**src/rtl/mem_arb_pkg.sv**
```systemverilog
// Shared encodings and the round-robin pick for the IF/MEM unified-RAM arbiter.
package mem_arb_pkg;

  localparam int CNT_W = 4;

  localparam logic [1:0] ST_IDLE   = 2'd0;
  localparam logic [1:0] ST_ACCESS = 2'd1;
  localparam logic [1:0] ST_RESP   = 2'd2;

  localparam logic [1:0] OWN_NONE = 2'd0;
  localparam logic [1:0] OWN_IF   = 2'd1;
  localparam logic [1:0] OWN_MEM  = 2'd2;

  // On a tie, favour whichever stage did not win last time so neither starves.
  function automatic logic [1:0] pickOwner(input logic       ifReq,
                                           input logic       memReq,
                                           input logic [1:0] lastGrant);
    if (ifReq && memReq) return (lastGrant == OWN_IF) ? OWN_MEM : OWN_IF;
    if (memReq)          return OWN_MEM;
    if (ifReq)           return OWN_IF;
    return OWN_NONE;
  endfunction

endpackage

```
**src/rtl/arb_sat_counter.sv**
```systemverilog
// Saturating up-counter with enable, used for per-stage stall statistics.
module arb_sat_counter #(
  parameter int W = 16
) (
  input  logic         clock,
  input  logic         reset,
  input  logic         en_i,
  output logic [W-1:0] count_o
);

  logic [W-1:0] count_q, count_d;

  always_comb begin
    count_d = count_q;
    if (en_i && (count_q != {W{1'b1}})) count_d = count_q + W'(1);
  end

  always_ff @(posedge clock or negedge reset) begin
    if (!reset) count_q <= '0;
    else        count_q <= count_d;
  end

  assign count_o = count_q;

endmodule

```
**src/rtl/mem_port_arbiter.sv**
```systemverilog
// Arbitrates one single-port RAM between instruction fetch and load/store with wait states.
// Optional stall counters are built when ARB_PERF_CNT_EN is defined.
module mem_port_arbiter
  import mem_arb_pkg::*;
#(
  parameter int ADDR_W      = 16,
  parameter int DATA_W      = 16,
  parameter int WAIT_STATES = 1
) (
  input  logic              clock,
  input  logic              reset,
  input  logic              if_req,
  input  logic [ADDR_W-1:0] if_addr,
  input  logic              if_cancel,
  output logic [DATA_W-1:0] if_rdata,
  output logic              if_ready,
  input  logic              mem_req,
  input  logic              mem_we,
  input  logic              mem_byte,
  input  logic [ADDR_W-1:0] mem_addr,
  input  logic [DATA_W-1:0] mem_wdata,
  output logic [DATA_W-1:0] mem_rdata,
  output logic              mem_ready,
  output logic              ram_cs,
  output logic              ram_we,
  output logic              ram_byte,
  output logic [ADDR_W-1:0] ram_addr,
  output logic [DATA_W-1:0] ram_wdata,
  input  logic [DATA_W-1:0] ram_rdata
`ifdef ARB_PERF_CNT_EN
  ,
  output logic [15:0]       if_wait_cnt,
  output logic [15:0]       mem_wait_cnt
`endif
);

  localparam logic [CNT_W-1:0] WAIT_CNT = CNT_W'(WAIT_STATES);

  logic [1:0]        state_q, state_d;
  logic [1:0]        owner_q, owner_d;
  logic [1:0]        lastGrant_q, lastGrant_d;
  logic [CNT_W-1:0]  cnt_q, cnt_d;
  logic              kill_q, kill_d;
  logic              ramCs_q, ramCs_d;
  logic              ramWe_q, ramWe_d;
  logic              ramByte_q, ramByte_d;
  logic [ADDR_W-1:0] ramAddr_q, ramAddr_d;
  logic [DATA_W-1:0] ramWdata_q, ramWdata_d;
  logic [DATA_W-1:0] ifRdata_q, ifRdata_d;
  logic [DATA_W-1:0] memRdata_q, memRdata_d;
  logic [1:0]        grant;

  assign grant = pickOwner(if_req, mem_req, lastGrant_q);

  always_comb begin
    state_d     = state_q;
    owner_d     = owner_q;
    lastGrant_d = lastGrant_q;
    cnt_d       = cnt_q;
    kill_d      = kill_q;
    ramCs_d     = ramCs_q;
    ramWe_d     = ramWe_q;
    ramByte_d   = ramByte_q;
    ramAddr_d   = ramAddr_q;
    ramWdata_d  = ramWdata_q;
    ifRdata_d   = ifRdata_q;
    memRdata_d  = memRdata_q;
    case (state_q)
      ST_IDLE: begin
        kill_d = 1'b0;
        if (grant != OWN_NONE) begin
          owner_d     = grant;
          lastGrant_d = grant;
          cnt_d       = WAIT_CNT;
          ramCs_d     = 1'b1;
          state_d     = ST_ACCESS;
          if (grant == OWN_MEM) begin
            ramWe_d    = mem_we;
            ramByte_d  = mem_byte;
            ramAddr_d  = mem_addr;
            ramWdata_d = mem_wdata;
          end else begin
            ramWe_d   = 1'b0;
            ramByte_d = 1'b0;
            ramAddr_d = if_addr;
          end
        end
      end
      // A redirect only marks the fetch as dead; the RAM cycle still runs to completion.
      ST_ACCESS: begin
        if ((owner_q == OWN_IF) && if_cancel) kill_d = 1'b1;
        if (cnt_q != '0) begin
          cnt_d = cnt_q - CNT_W'(1);
        end else begin
          ramCs_d = 1'b0;
          state_d = ST_RESP;
          if (owner_q == OWN_IF)  ifRdata_d  = ram_rdata;
          else if (!ramWe_q)      memRdata_d = ram_rdata;
        end
      end
      ST_RESP: begin
        state_d = ST_IDLE;
        owner_d = OWN_NONE;
        kill_d  = 1'b0;
      end
      default: begin
        state_d = ST_IDLE;
        owner_d = OWN_NONE;
        kill_d  = 1'b0;
        ramCs_d = 1'b0;
      end
    endcase
  end

  always_ff @(posedge clock or negedge reset) begin
    if (!reset) begin
      state_q     <= ST_IDLE;
      owner_q     <= OWN_NONE;
      lastGrant_q <= OWN_IF;
      cnt_q       <= '0;
      kill_q      <= 1'b0;
      ramCs_q     <= 1'b0;
      ramWe_q     <= 1'b0;
      ramByte_q   <= 1'b0;
      ramAddr_q   <= '0;
      ramWdata_q  <= '0;
      ifRdata_q   <= '0;
      memRdata_q  <= '0;
    end else begin
      state_q     <= state_d;
      owner_q     <= owner_d;
      lastGrant_q <= lastGrant_d;
      cnt_q       <= cnt_d;
      kill_q      <= kill_d;
      ramCs_q     <= ramCs_d;
      ramWe_q     <= ramWe_d;
      ramByte_q   <= ramByte_d;
      ramAddr_q   <= ramAddr_d;
      ramWdata_q  <= ramWdata_d;
      ifRdata_q   <= ifRdata_d;
      memRdata_q  <= memRdata_d;
    end
  end

  assign if_ready  = (state_q == ST_RESP) && (owner_q == OWN_IF) && !kill_q && !if_cancel;
  assign mem_ready = (state_q == ST_RESP) && (owner_q == OWN_MEM);
  assign if_rdata  = ifRdata_q;
  assign mem_rdata = memRdata_q;
  assign ram_cs    = ramCs_q;
  assign ram_we    = ramWe_q;
  assign ram_byte  = ramByte_q;
  assign ram_addr  = ramAddr_q;
  assign ram_wdata = ramWdata_q;

`ifdef ARB_PERF_CNT_EN
  arb_sat_counter #(.W(16)) u_ifWaitCnt (
    .clock   (clock),
    .reset   (reset),
    .en_i    (if_req & ~if_ready),
    .count_o (if_wait_cnt)
  );

  arb_sat_counter #(.W(16)) u_memWaitCnt (
    .clock   (clock),
    .reset   (reset),
    .en_i    (mem_req & ~mem_ready),
    .count_o (mem_wait_cnt)
  );
`endif

endmodule

```
**config.mk**
```make
export PLATFORM = sky130hd
export DESIGN_NAME = mem_port_arbiter
export DESIGN_NICKNAME = d
export VERILOG_FILES = /design/src/rtl/mem_arb_pkg.sv /design/src/rtl/arb_sat_counter.sv /design/src/rtl/mem_port_arbiter.sv
export SDC_FILE = /design/constraint.sdc
export NUM_CORES = 1
export LEC_CHECK = 0
export CAP_MARGIN = 10
export CORE_MARGIN = 2
export CORE_UTILIZATION = 34
export DETAILED_ROUTE_END_ITERATION = 10
export PLACE_DENSITY_LB_ADDON = 0.15
export SLEW_MARGIN = 30
export SYNTH_ARGS = -nofsm -noshare
export SYNTH_HDL_FRONTEND = slang
export SYNTH_SLANG_ARGS = --single-unit
```
**constraint.sdc**
```tcl
create_clock -name clock -period 5.8 [get_ports clock]
set_input_delay 0.58 -clock clock [delete_from_list [all_inputs] [get_ports clock]]
set_output_delay 0.58 -clock clock [all_outputs]
set_load 0.01 [all_outputs]
```
==> impl_metrics.yaml <==
sta:
  maxSlewHeadroom_pct: 41.1
  fin_ws_ns: 2.81
  finalHoldViolations: 0
  fmax_mhz: 334
  worstMarginPinSlew_ns: 0.881
  layout_worst_path_cycle_share_pct: 51.6
  fin_worst_skew_ns: 0.00890
  whs_ns: 0.235
  setup_viol: 0
  fin_tns_setup_ns: 0
  min_period_ns: 2.99
  rsz0062_at_grt: "no"
  slew_viol_final: 0
floorplan:
  die_area_mm2: 0.0108
  die_y_um: 104
  ios: 140
  die-width_um: 104
  rows: 36
  core-area_mm2: 0.00973
  initial_core_util_pct: 34.9
placed_design:
  gp_congestion: 0.761
  post-place-ws_ns: 2.42
  dpl.hpwl_um: 6180
  port_buffers: 139
detailed_routing:
  drt-vias-per-instance: 5.10
  ant_nets: 0
  drcViolationCount: 0
  wl_per_cell_um: 16.6
  dr.pass1.iters: 4
  drt-initial-drc-count: 94
  detail_route.wirelength_um: 8960
  vias: 2756
worst_setup_path:
  cp_max_fo: 22
  cp-end-kind: "flip-flop"
  cp-start-kind: "input port"
  crit_required_ns: 6.04
  cp_slowest_cell: "clkdlybuf4s50_1"
  worst_path_dominant_cell_family: "buffers and inverters"
  cp_data_arrival_time_ns: 3.23
  slowest_delay_ns: 0.99
  path_class: "input port to flip-flop"
  path_cells: "clkdlybuf4s50_1, clkinv_1, o211ai_1, buf_4, mux2_2"
  crit_buf_inv: 3
finish:
  diodes: 0
  final_util_pct: 52.0
  areaGrowthSynthToFinish_pct: 48.9
  num-nets-final: 476
  drive_gt1_share_pct: 18.2
synthesis:
  yosysTopAreaCellShare_pct: 56.7
  ys_seq_area_share_pct: 57.5
  yosys_warnings: 0
  synth_edf_count: 0
  avgSynthCellArea_um2: 12.5
  synthFlopType: "dfrtp_1"
  yosysMostFrequentCell: "dfrtp_1"
  syn_area_mm2: 0.00340
  ys_types: 34
  synthArstFlopShare_pct: 100
  synth.area.top_cells: "dfrtp_1 (57%), mux2_2 (16%), o2111ai_1 (8.2%)"
  ys_ff_latch: 78
  syn-num-nets: 345
  yosysTopAreaCell: "dfrtp_1"
  ys_top_cells_by_count: "dfrtp_1 (77), mux2_2 (48), o2111ai_1 (32)"
  synth_cells: 272
clock_network:
  root_buffer: "clkbuf_8"
  tritoncts: "done"
  clk_latency_ns: 0.35
  clockBufferDepth: 2
  cts_sinks: 78
  cts_made_buffers: 9
  cts_resized: 0
  cts_hold_buffers: 0
  path_clk_slew_ns: 0.08
  post-cts-setup-buffers: 0
  cts.htree.levels: 3
power:
  clockPowerShare_pct: 13.5
  p_sw_share_pct: 35.0
  power.share.sequential_pct: 37.4
  internal-power_w: 0.00170
  max-vdd-ir-drop_mv: 0.201
  p_leak_nw: 2.04
  p_per_area_mw_per_mm2: 518
  p_sw_w: 0.000919
  combPwrFrac_pct: 49.0
hold_path:
  hold_class: "input port to async pin"
global_routing:
  antenna_found_initial: 0
  grt_pass1_wl_um: 14500
  grt_pass1_vias: 2796
  gr-total-overflow: 0
  grt_max_degree: 79
  grtUsageTotal_pct: 16.7
outcome:
  status: "complete, no violations"
flow_run:
  maxCapViolCount: 0
-- stage by stage --
step / std cells / cell area, um2 / total power [W]
6_report: 540 / 5060 / 0.00262
2_1_floorplan: 272 / 3400 / 0.00162
4_1_cts: 540 / 5060 / 0.00265
5_1_grt: 540 / 5060 / 0.00279
3_3_place_gp: 523 / 4880 / 0.00226
3_5_place_dp: 525 / 4900 / 0.00229
-- sequential cells by signal, indices dropped and copies added, names as in the netlist, 2 cells and up --
signal       flops
mem_rdata       16
state_q          2
ram_addr        16
cnt_q            4
if_rdata        16
ram_wdata       16
owner_q          2
lastGrant_q      2
-- final cells by class --
type / count / area, um2
Fill cell: 905 / 4670
Sequential cell: 78 / 1950
Timing Repair Buffer: 144 / 1430
Multi-Input combinational cell: 163 / 1320
Tap cell: 133 / 166
Clock buffer: 9 / 124
Clock inverter: 6 / 40.0
Inverter: 7 / 26.3
-- metal layers --
metal	track usage (%)	part of all wire [%]	routed length [um]	vias to the layer above
li1	-	-	-	1285
met1	22.2	44	3970	1352
met2	26.9	48	4300	109
met3	3.70	6.4	578	10
met4	5.79	1.3	120	0
met5	0	0	0	-
-- cell families (layout without fill, tap and decap cells) --
logic type | count (synthesis) | after routing | synth area share (%)
muxes | 50 | 50 | 16.5
buffers and inverters | 31 | 166 | 3.83
and+or+nand+nor | 46 | 46 | 7.62
adders and majority gates | 2 | 2 | 0.736
AOI/OAI and AO/OA | 65 | 65 | 13.9
DFF | 78 | 78 | 57.5
-- worst register-to-register path: stages, from the launching register on --
cell     delay (ns)
dfrtp_1        0.41
inv_1          0.10
ha_1           0.16
nor3b_1        0.37
nand3_1        0.71
mux2_2         0.54
-- cell usage in the layout (no fill, tap or decap), drive strengths merged, types with 4 or more instances in the layout --
master         count
buf                6
nor2b              4
dfrtp             77
inv                5
clkdlybuf4s50    138
nand2              4
nor2               6
o2111ai           32
o21ai             22
clkinv             7
mux2              48
clkbuf             9
nand3             21
-- power groups by stage --
stage	Sequential, W	Clock [W]	Combinational (W)
6_report	0.000982	0.000355	0.00129
5_1_grt	0.00102	0.000386	0.00139
3_5_place_dp	0.000991	0	0.00130
4_1_cts	0.000984	0.000367	0.00130
2_1_floorplan	0.00107	0	0.000543
3_3_place_gp	0.000985	0	0.00127
-- path summary, 6_finish.rpt --
| check | start | cells after the start | slack, ns | end |
|---|---|---|---|---|
| max | if_req | 5 | 2.81 | ram_wdata[12] |
| min | reset | 1 | 0.23 | ram_addr[4] |
| max in group asynchronous | reset | 1 | 5.07 | mem_rdata[0] |
| min in group clock | kill_q | 2 | 0.50 | kill_q |
| max reg2reg | cnt_q[0] | 5 | 3.39 | if_rdata[1] |
| min reg2reg | kill_q | 2 | 0.50 | kill_q |
No activity file was read; power rests on OpenSTA's default activity.
